`config.mk`:
```
export PLATFORM = sky130hd
export DESIGN_NAME = sdram_field_writer
export DESIGN_NICKNAME = d
export VERILOG_FILES = /design/src/rtl/sdram_field_writer.sv
export SDC_FILE = /design/constraint.sdc
export NUM_CORES = 1
export LEC_CHECK = 0
export BUFFER_PORTS_ARGS = -buffer_cell sky130_fd_sc_hd__buf_2
export CORE_MARGIN = 2
export CORE_UTILIZATION = 58
export DETAILED_ROUTE_END_ITERATION = 10
export PLACE_DENSITY = 0.89
export SLEW_MARGIN = 20
export SYNTH_ARGS = -nofsm -noshare
export SYNTH_HDL_FRONTEND = slang
export SYNTH_SLANG_ARGS = --single-unit
```
`constraint.sdc`:
```
create_clock -name CLK -period 5.8 [get_ports CLK]
set_input_delay 0.58 -clock CLK [delete_from_list [all_inputs] [get_ports CLK]]
set_output_delay 0.58 -clock CLK [all_outputs]
set_load 0.05 [all_outputs]
```
`src/rtl/sdram_field_writer.sv`:
```
// Crops a field/line-marked pixel stream to an active window and feeds one SDRAM write port.
// Optional field statistics outputs (oLAST_COUNT, oDROP_COUNT) exist when SDRAM_FIELD_WRITER_STATS_EN is defined.
module sdram_field_writer #(
  parameter int          H_START     = 0,
  parameter int          H_ACTIVE    = 640,
  parameter int          V_START     = 0,
  parameter int          V_ACTIVE    = 240,
  parameter logic [21:0] BASE0       = 22'h000000,
  parameter logic [21:0] BASE1       = 22'h100000,
  parameter int          BURST       = 128,
  parameter int          LOAD_CYCLES = 2
) (
  input  logic        CLK,
  input  logic        RESET,
  input  logic [15:0] iDATA,
  input  logic        iDVAL,
  input  logic        iSOF,
  input  logic        iSOL,
  input  logic        iFIELD,
  input  logic        iENABLE,
  input  logic        WR_FULL,
  output logic [15:0] WR_DATA,
  output logic        WR,
  output logic [21:0] WR_ADDR,
  output logic [21:0] WR_MAX_ADDR,
  output logic [8:0]  WR_LENGTH,
  output logic        WR_LOAD,
  output logic        oOVF,
  output logic        oBUSY,
`ifdef SDRAM_FIELD_WRITER_STATS_EN
  output logic [19:0] oLAST_COUNT,
  output logic [15:0] oDROP_COUNT,
`endif
  output logic [2:0]  oSTATE
);
  localparam logic [19:0] TOTAL   = 20'(H_ACTIVE * V_ACTIVE);
  localparam logic [11:0] H_LO    = 12'(H_START);
  localparam logic [11:0] H_HI    = 12'(H_START + H_ACTIVE);
  localparam logic [10:0] V_LO    = 11'(V_START);
  localparam logic [10:0] V_HI    = 11'(V_START + V_ACTIVE);
  localparam logic [2:0]  LD_LAST = 3'(LOAD_CYCLES - 1);

  typedef enum logic [2:0] {
    S_IDLE = 3'd0, S_LOAD = 3'd1, S_ACTIVE = 3'd2, S_DROP = 3'd3, S_DONE = 3'd4
  } state_t;

  state_t      state_q, state_d;
  logic [10:0] h_cnt_q, h_cnt_d;
  logic [9:0]  v_cnt_q, v_cnt_d;
  logic [19:0] wcount_q, wcount_d;
  logic [2:0]  ld_cnt_q, ld_cnt_d;
  logic [15:0] wr_data_q, wr_data_d;
  logic        wr_q, wr_d;
  logic [21:0] addr_q, addr_d, max_q, max_d;
  logic        ovf_q, ovf_d;
  logic [21:0] base;
  logic        in_win, accept, ld_done;

  // Write handshake: WR is a one-cycle strobe issued the cycle after an accepted pixel;
  // WR_FULL is sampled on the pixel cycle itself, and a full FIFO drops that pixel.
  assign in_win  = iDVAL && !iSOF && !iSOL &&
                   ({1'b0, h_cnt_q} >= H_LO) && ({1'b0, h_cnt_q} < H_HI) &&
                   ({1'b0, v_cnt_q} >= V_LO) && ({1'b0, v_cnt_q} < V_HI);
  assign ld_done = (state_q == S_LOAD) && (ld_cnt_q == LD_LAST) && !iSOF;
  assign accept  = (state_q == S_ACTIVE) && in_win && !WR_FULL;
  assign base    = iFIELD ? BASE1 : BASE0;

  always_ff @(posedge CLK or posedge RESET) begin
    if (RESET) state_q <= S_IDLE;
    else       state_q <= state_d;
  end

  always_comb begin
    state_d = state_q;
    if (iSOF) begin
      state_d = iENABLE ? S_LOAD : S_IDLE;
    end else begin
      case (state_q)
        S_LOAD:   if (ld_done) state_d = S_ACTIVE;
        S_ACTIVE: begin
          if (in_win && WR_FULL)                    state_d = S_DROP;
          else if (accept && (wcount_q + 20'd1 == TOTAL)) state_d = S_DONE;
        end
        default:  state_d = state_q;
      endcase
    end
  end

  always_comb begin
    WR_LOAD = (state_q == S_LOAD);
    oBUSY   = (state_q == S_LOAD) || (state_q == S_ACTIVE);
    oSTATE  = state_q;
  end

  always_comb begin
    h_cnt_d   = h_cnt_q;
    v_cnt_d   = v_cnt_q;
    wcount_d  = wcount_q;
    wr_data_d = wr_data_q;
    wr_d      = accept;
    addr_d    = addr_q;
    max_d     = max_q;
    ovf_d     = ovf_q;
    ld_cnt_d  = ((state_q == S_LOAD) && !iSOF) ? ld_cnt_q + 3'd1 : 3'd0;
    if (iSOF) begin
      h_cnt_d = '0;
      v_cnt_d = '0;
    end else if (iSOL) begin
      h_cnt_d = '0;
      if (v_cnt_q != 10'h3FF) v_cnt_d = v_cnt_q + 10'd1;
    end else if (iDVAL && (h_cnt_q != 11'h7FF)) begin
      h_cnt_d = h_cnt_q + 11'd1;
    end
    if (accept) begin
      wr_data_d = iDATA;
      wcount_d  = wcount_q + 20'd1;
    end
    if (ld_done) begin
      wcount_d = '0;
      ovf_d    = 1'b0;
    end
    if ((state_q == S_ACTIVE) && in_win && WR_FULL) ovf_d = 1'b1;
    if (iSOF && iENABLE) begin
      addr_d = base;
      max_d  = base + 22'(TOTAL);
    end
  end

  always_ff @(posedge CLK or posedge RESET) begin
    if (RESET) begin
      h_cnt_q   <= '0;
      v_cnt_q   <= '0;
      wcount_q  <= '0;
      ld_cnt_q  <= '0;
      wr_data_q <= '0;
      wr_q      <= 1'b0;
      addr_q    <= BASE0;
      max_q     <= BASE0 + 22'(TOTAL);
      ovf_q     <= 1'b0;
    end else begin
      h_cnt_q   <= h_cnt_d;
      v_cnt_q   <= v_cnt_d;
      wcount_q  <= wcount_d;
      ld_cnt_q  <= ld_cnt_d;
      wr_data_q <= wr_data_d;
      wr_q      <= wr_d;
      addr_q    <= addr_d;
      max_q     <= max_d;
      ovf_q     <= ovf_d;
    end
  end

  assign WR_DATA     = wr_data_q;
  assign WR          = wr_q;
  assign WR_ADDR     = addr_q;
  assign WR_MAX_ADDR = max_q;
  assign WR_LENGTH   = 9'(BURST);
  assign oOVF        = ovf_q;

`ifdef SDRAM_FIELD_WRITER_STATS_EN
  logic [19:0] last_q;
  logic [15:0] drop_q;

  // Last count is captured only when a field in progress is closed by a new iSOF.
  always_ff @(posedge CLK or posedge RESET) begin
    if (RESET) begin
      last_q <= '0;
      drop_q <= '0;
    end else begin
      if (iSOF && (state_q != S_IDLE)) last_q <= wcount_q;
      if (iSOF && iENABLE) drop_q <= '0;
      else if ((state_q == S_DROP) && in_win && (drop_q != 16'hFFFF)) drop_q <= drop_q + 16'd1;
    end
  end

  assign oLAST_COUNT = last_q;
  assign oDROP_COUNT = drop_q;
`endif
endmodule

```
Word level (Yosys, flattened, before mapping):

Index checks and enable logic that the tools add are counted.

* add/subtract/negate cells: 5
* $lt $le $gt $ge: 2
* eq/ne operators: 8
* multiplexer cells: 18
* reduce and logical (&&, ||, !) cells: 26

Operators with widths (count)
* 2-to-1 mux 20 bit: 2
* 2-to-1 mux 11 bit: 3
* 2-to-1 mux 10 bit: 3
* adder 21 x 18 -> 22 bit, second input constant: 1
* 2-to-1 mux 21 bit: 1
* adder 20 x 1 -> 20 bit, second input constant: 1
* == test 20 x 18 -> 1 bit, second input constant: 1
* 2-to-1 mux 3 bit: 5
* logical AND 1 bit: 14
* adder 11 x 1 -> 11 bit, second input constant: 1
* less-than comparator 11 x 10 -> 1 bit, second input constant: 1
* inequality test 11 bit, second input constant: 1
* adder 10 x 1 -> 10 bit, second input constant: 1
* less-than comparator 10 x 8 -> 1 bit, second input constant: 1
* inequality test 10 bit, second input constant: 1
* nonzero test 2 bit: 4
* == test 3 x 1 -> 1 bit, second input constant: 2
* case mux 3 bit (2 select lines): 1
* nonzero test 3 bit: 2
* inequality test 4 x 2 -> 1 bit, second input constant: 1
* adder 3 x 1 -> 3 bit, second input constant: 1
* == test 3 x 2 -> 1 bit, second input constant: 1
* zero test 1 bit: 3
* 2-to-1 mux 1 bit: 3
* other kinds (4): 4

* register bits: 109
* input bits: 24
* output and inout port bits: 76
* word-level logic and storage cells: 69

Longest topological paths before layout:

Gate-level depths: netlist of run 1.

* word-level depth: 12
* depth in mapped cells: 8
* mapped depth without buffers: 8

Worst setup path before layout of run 1:

No wires, ideal clock.

* kind: flip-flop to output port
* from: register state_q[0], in the netlist oSTATE[0]
* to: output oBUSY
* data arrival time: 1.633 ns
* required time: 5.220 ns
* path slack: 3.587 ns
* stages on the path, launching flop included: 3
* buffers on the path: 0
* cells stage by stage: dfrtp_1 nand2b_1 a21oi_1

* cells in the longest elaborated chain, start to end: 2
* elaborated cells on any way between the ends: 3
* those cells by class: eq/ne (2); reduce/logical (1)

Ends and longest elaborated chain
* from (decl): RTL line 47 `state_t state_q, state_d;`
* from (signal assigned): RTL line 70 `else state_q <= state_d;`
* == test 3 x 1 -> 1 bit / == test 3 x 2 -> 1 bit (equally long branches): RTL line 91 `oBUSY = (state_q == S_LOAD) || (state_q == S_ACTIVE);`
* logical OR 1 bit *: RTL line 91
* to (decl): RTL line 29 `output logic oBUSY,`

Mark *: on every way between the ends. The rest lies on a longest branch, timed or not.

Worst setup path after layout of run 1:

* from: register h_cnt_q[8]
* to: register wcount_q[11]

* cells in the longest elaborated chain, start to end: 6

Ends and longest elaborated chain
* from (decl): RTL line 48 `logic [10:0] h_cnt_q, h_cnt_d;`
* from (signal assigned): RTL line 141 `h_cnt_q <= h_cnt_d;`
* less-than comparator 11 x 10 -> 1 bit: RTL line 62 `({1'b0, h_cnt_q} >= H_LO) && ({1'b0, h_cnt_q} < H_HI) &&`
* logical AND 1 bit: RTL line 62
* logical AND 1 bit: RTL line 63 `({1'b0, v_cnt_q} >= V_LO) && ({1'b0, v_cnt_q} < V_HI);`
* logical AND 1 bit (2 in a row): RTL line 65 `assign accept = (state_q == S_ACTIVE) && in_win && !WR_FULL;`
* nonzero test 2 bit (no source line)
* to (signal assigned): RTL line 143 `wcount_q <= wcount_d;`
* to (decl): RTL line 50 `logic [19:0] wcount_q, wcount_d;`

No other way between the ends.
A chain may end at the register's enable or synchronous reset.

==> run_results.csv, run 1 <==
group,metric,value,unit
grt,grt_pass1_vias,2973,
layout,area_growth,6.18,%
sta,slew_violations,0,
clock_tree,clock_latency,350,ps
pwr,power_leakage,2.03,nW
pwr,p_per_area,265,nW/µm²
worst_setup_path,critical_path_buf_inv_count,0,
worst_setup_path,start_kind,"register",
pwr,ir_drop,216,µV
pwr,pwr-share-seq,44.5,%
layout,fillCellCount,509,
synth,yosysTopAreaCell,"dfrtp_1",
grt,grt_pass1_wl,13600,µm
sta,rsz0062_at_grt,"false",
sta,period_minus_slack,2520,ps
route,drc,0,
worst_setup_path,crit_type,"register to register",
sta,slew_headroom,43.0,%
route,first_pass_iters,5,
sta,setup_viol,0,
job,cap_violations,0,
floorplan,io_pins,100,
sta,timing.final.ws_setup,3280,ps
clock_tree,cts_tree,"yes",
sta,tightest_slew,852,ps
status,status,"finished, final reports clean",
sta,fin_crit_sh,43.5,%
placement,gp_congestion,0.891,
pwr,comb_power_share,17.7,%
layout,final_area,4150,µm²
synth,synthTopCellsByCount,"77 x nand2_1, 66 x dfrtp_1, 53 x buf_4",
synth,synth_top_area_share,42.3,%
synth,synth_edf_count,0,
layout,final_cells,560,
worst_setup_path,slowest_delay,910,ps
sta,skew,6.69,ps
min_path,hold_path.class,"input port to register",
synth,synth_cells,445,
layout,drive_above_1_share,15.9,%
pwr,swShare,31.3,%
route,num_vias,3118,
placement,dpl_cell_area,3940,µm²
worst_setup_path,cp-end-kind,"register",
sta,timing_hold_violations_final,0,
clock_tree,root_buffer,"clkbuf_8",
clock_tree,clockBufferDepth,2,
grt,antenna_found_initial,0,
grt,grt_max_degree,67,
grt,grt_use_total,23.1,%
worst_setup_path,crit_top_cell,"o21ai_0",
sta,holdWs,424,ps
synth,syn_area_per_cell,8.78,µm²
synth,netlist_top_cells_area,"dfrtp_1 42%, buf_4 10%, nand2_1 7.4%, xor2_1 3.8%, o21ai_0 3.5%",
sta,fin_tns_setup,0,ps
clock_tree,path_clk_slew,70,ps
synth,synth_cell_types,54,
pwr,p_switching,0.344,mW
layout,multi_input_area,1900,µm²
clock_tree,cts_setup_buffers,0,
route,drt-wirelength-per-cell,14.3,µm
worst_setup_path,cp.required,6070,ps
worst_setup_path,cp_max_fo,36,
layout,final_nets,509,
pwr,p_total,1.10,mW
floorplan,start_util,60.8,%
worst_setup_path,cp_cell_sequence,"o21a_1, or4_4, or4_2, nor2_1, o21ai_0, o21ai_0",
pwr,pwr-share-clk,37.8,%
floorplan,core-area,6420,µm²
sta,fmax,396,MHz
worst_setup_path,crit_family,"simple AND/OR/NAND/NOR gates",
grt,overflow,0,
synth,ys.flop_type,"dfrtp_1",
route,routed_via_density,5.57,
floorplan,die_w,86.1,µm
placement,place_ws,3040,ps
layout,finish.utilization,64.6,%
synth,yosys.cell_count.top_type,"nand2_1",
floorplan,num_rows,29,
placement,place_inst,546,
route,wirelength,7980,µm
route,first_iter_violations,279,
placement,post-dp-hpwl,5530,µm
synth,seq_area_frac_synth,42.3,%
route,antenna_left,0,
layout,regArea,1650,µm²
synth,synth-seq-cells,66,
synth,synth-async-reset-ratio,100,%
clock_tree,cts_buffers,9,
placement,port_buffers,48,
clock_tree,htree_num_levels,3,
floorplan,die-area,7410,µm²
worst_setup_path,arrival,2790,ps
pwr,internal_power,0.756,mW
clock_tree,cts_sinks,66,
clock_tree,cts-resized-gates,0,
synth,yosysWarnings,0,
layout,diodes,0,
floorplan,die-height,86.1,µm
synth,synth_area,3910,µm²
clock_tree,cts_hold_buf,0,
worst_setup_path,slowest_stage,"or4_2",
flip-flops by register name, summed over array words and instances (netlist names):
| name | cells |
|---|---|
| ld_cnt_q | 3 |
| wcount_q | 20 |
| oOVF | 1 |
| v_cnt_q | 10 |
| WR_MAX_ADDR | 1 |
| oSTATE | 3 |
| WR | 1 |
| WR_DATA | 16 |
| h_cnt_q | 11 |
layer usage:
metal  share of wire [%]  global-route usage (%)  wire [µm]
met3                 6.4                    4.91        508
met1                  43                    30.3       3430
met4                 1.5                    10.2        119
met2                  49                    37.1       3930
met5                   0                       0          0
worst reg2reg max path, delay by kind of cell, from the launching register on:
family / cells / cell delay [ps]
DFF: 1 / 430
AOI/OAI and AO/OA: 3 / 420
and+or+nand+nor: 3 / 1580
kinds of logic after synthesis:
group / count (synthesis) / synth area share (%)
buffers and inverters: 84 / 13.7
adders and majority gates: 5 / 1.60
muxes: 3 / 0.833
AOI/OAI and AO/OA: 56 / 9.19
other: 2 / 0.192
and+or+nand+nor: 201 / 25.9
DFF: 66 / 42.3
xor gates and xnor gates: 28 / 6.28
final timing paths:
check / startpoint / endpoint / slack [ps] / cells past startpoint
max reg2reg: h_cnt_q[8] / wcount_q[11] / 3280 / 6
max in group asynchronous: RESET / v_cnt_q[4] / 4790 / 3
min in group asynchronous: RESET / wcount_q[7] / 480 / 3
min: iDATA[3] / WR_DATA[3] / 420 / 3
max: h_cnt_q[8] / wcount_q[11] / 3280 / 6
min reg2reg: WR_DATA[5] / WR_DATA[5] / 460 / 2
cells in the final DEF (no fill, tap or decap), types with 5 or more instances in the layout:
master,Yosys,routed
a21oi_1,8,8
and2_1,5,5
and4_1,5,5
buf_2,11,48
clkbuf_8,0,10
conb_1,2,51
dfrtp_1,66,66
ha_1,5,5
inv_1,9,8
nand2_1,77,77
nand3_1,25,25
nand4_1,17,17
nor2_1,34,34
nor3_1,5,5
o21ai_0,27,27
xnor2_1,11,11
xor2_1,17,17
power by group through the flow:
stage / registers [mW] / logic (mW) / clock network (mW)
final: 0.490 / 0.195 / 0.416
after global routing: 0.491 / 0.207 / 0.440
after floorplan: 0.538 / 0.147 / 0
after CTS: 0.489 / 0.195 / 0.421
after detailed placement: 0.498 / 0.195 / 0
after global placement: 0.497 / 0.192 / 0
final cells by class:
class | count | share of cell area, %
multi-input cells | 344 | 45.9
inverters | 9 | 0.814
well taps | 77 | 2.32
flip-flops and latches | 66 | 39.8
clock buffers | 11 | 3.41
repair buffers | 50 | 6.15
clock inverters | 3 | 1.57
(Power assumes the default switching activity.)
==> run 2, diff against run 1 <==
ABC_AREA = 1   (was unset)
CORE_UTILIZATION = 49   (was 58)
PLACE_DENSITY = 0.8   (was 0.89)
clock period = 2.3 ns   (was 5.8 ns; I/O delays follow)
==> run 2 against run 1 <==
Sequential cell count unchanged. Total power rose to 4.0 times the previous value. Synthesized cell count up 18%. Via count up 6.4%. Setup slack worse by 2900 ps. Critical path type unchanged. Largest cell class unchanged. Highest routed layer unchanged.
==> run_results.csv, run 2 <==
group,metric,value,unit
sta,setup_viol,0,
worst_setup_path,reg2reg_depth,14,
placement,post-dp-hpwl,5790,µm
clock_tree,path_clk_slew,80,ps
floorplan,io_pins,100,
clock_tree,clock_latency,340,ps
synth,netlist_top_cells_area,"dfrtp_1 41%, nand2_1 14%, buf_4 10%, inv_1 4.8%, nor2_1 4.7%",
clock_tree,cts_buffers,9,
placement,gp_congestion,0.888,
worst_setup_path,cp_max_fo,5,
clock_tree,cts_tree,"yes",
sta,fmax,518,MHz
job,cap_violations,0,
pwr,p_total,4.36,mW
grt,grt_pass1_wl,13300,µm
layout,final_nets,605,
layout,largest_reg_flops,20,
floorplan,die-height,94.7,µm
route,wirelength,7880,µm
synth,syn_area_per_cell,7.67,µm²
worst_setup_path,r2r_start,"wcount_q[0]",
route,first_pass_iters,4,
synth,synthTopCellsByCount,"147 x nand2_1, 66 x dfrtp_1, 55 x buf_4",
pwr,comb_power_share,36.8,%
route,drc,0,
grt,antenna_found_initial,0,
min_path,holdPathEnd,"WR_DATA[6]",
floorplan,num_rows,33,
sta,holdWs,80.0,ps
min_path,worst_hold_path.num_cells,3,
sta,skew,16.1,ps
floorplan,core-area,8090,µm²
synth,synth-seq-cells,66,
route,antenna_left,0,
placement,dpl_cell_area,4170,µm²
sta,period_minus_slack,1930,ps
synth,yosysTopAreaCell,"dfrtp_1",
clock_tree,cts-resized-gates,0,
clock_tree,clockBufferDepth,2,
route,num_vias,3317,
pwr,p_switching,1.95,mW
synth,synth-async-reset-ratio,100,%
pwr,pwr-share-seq,38.1,%
layout,drive_above_1_share,18.8,%
pwr,swShare,44.6,%
grt,grt_max_degree,50,
pwr,pwr-share-clk,25.1,%
synth,synth_cell_types,42,
synth,yosysWarnings,0,
synth,seq_area_frac_synth,41.0,%
clock_tree,root_buffer,"clkbuf_8",
pwr,internal_power,2.42,mW
clock_tree,cts_hold_buf,1,
clock_tree,htree_num_levels,3,
synth,synth_cells,525,
route,first_iter_violations,220,
floorplan,start_util,49.8,%
status,status,"finished, final reports clean",
sta,fin_crit_sh,83.9,%
synth,ys.flop_type,"dfrtp_1",
worst_setup_path,arrival,2150,ps
pwr,power_leakage,2.23,nW
worst_setup_path,cp-end-kind,"register",
layout,layout_common_cells,"147 x nand2_1, 66 x dfrtp_1, 51 x inv_1, 51 x conb_1, 50 x nor2_1",
worst_setup_path,crit_type,"register to register",
min_path,hold_path.class,"input port to register",
synth,yosys.cell_count.top_type,"nand2_1",
clock_tree,cts_sinks,66,
worst_setup_path,cp.required,2520,ps
synth,synth_edf_count,0,
worst_setup_path,start_kind,"register",
layout,top_register,"wcount_q",
route,drt-wirelength-per-cell,11.5,µm
grt,grt_use_total,18.8,%
grt,grt_pass1_vias,3065,
layout,final_area,4400,µm²
worst_setup_path,reg2reg_to,"oSTATE[1]",
clock_tree,cts_setup_buffers,0,
grt,overflow,0,
route,routed_via_density,4.84,
sta,slew_violations,0,
pwr,p_per_area,990,nW/µm²
layout,area_growth,9.35,%
worst_setup_path,ff2ff_setup_slack,370,ps
sta,rsz0062_at_grt,"false",
synth,synth_area,4030,µm²
layout,diodes,0,
placement,port_buffers,48,
pwr,ir_drop,646,µV
floorplan,die-area,8960,µm²
floorplan,die_w,94.7,µm
sta,timing_hold_violations_final,0,
sta,fin_tns_setup,0,ps
min_path,hp-start,"iDATA[6]",
layout,final_common_cell,"nand2_1",
synth,synth_top_area_share,41.0,%
run 2: power by group through the flow:
stage	Clock (mW)	Sequential (mW)	Combinational, mW
final	1.09	1.66	1.60
after global routing	1.18	1.70	1.74
after CTS	1.12	1.66	1.61
after detailed placement	0	1.68	1.60
after global placement	0	1.67	1.57
after floorplan	0	2.13	0.863
run 2: metrics by stage:
| step | setup WS (ps) | utilization, % | cells |
|---|---|---|---|
| floorplan | 415 | - | 574 |
| global placement | 451 | 51.5 | 669 |
| detailed placement | 423 | 51.5 | 669 |
| CTS | 390 | 54.4 | 686 |
| global route | 215 | 54.4 | 686 |
| finish | 370 | 54.4 | 686 |
run 2: worst max-delay path by stage:
stage | cells past startpoint | slack, ps | endpoint | from
floorplan | 1 | 420 | WR | RESET
global placement | 14 | 450 | oSTATE[0] | wcount_q[0]
detailed placement | 14 | 420 | oSTATE[1] | wcount_q[0]
CTS | 14 | 390 | oSTATE[0] | wcount_q[0]
global route | 14 | 210 | oSTATE[1] | wcount_q[0]
finish | 14 | 370 | oSTATE[1] | wcount_q[0]
run 2: worst max-delay path: stages (launching register included):
cell and delay, ps:
dfrtp_1 410, ha_1 230, nand2_2 110, nor2_4 140
nand2_1 120, nand2_1 80, nand2_1 70, nor2_1 90
nand2_1 90, nor2_2 120, nand2_2 60, nor2_2 80
nand2_2 80, nand3_1 70, nand2_1 60
run 2: kinds of logic after synthesis:
family          count (synthesis)  share of synthesized area, %
compound gates                 48                          6.80
xor+xnor                        8                          1.93
other cells                     2                         0.186
simple gates                  273                          31.5
mux                             1                         0.280
flops                          66                          41.0
fa+ha+maj                       5                          1.55
buf+inv                       122                          16.7
run 2: area by class of cell:
cell class	count	area (µm²)
multi-input combinational	386	1890
tap	105	131
clock inverter	7	100
clock buffer	9	124
timing repair buffer	51	278
fill	740	3690
inverter	62	233
sequential	66	1650
run 2: layer usage:
layer | up-vias | track usage, % | wire length, µm
met5 | - | 0 | 0
met4 | 0 | 7.00 | 121
met3 | 9 | 4.55 | 441
met2 | 113 | 31.3 | 3810
met1 | 1537 | 23.7 | 3500
li1 | 1658 | - | -
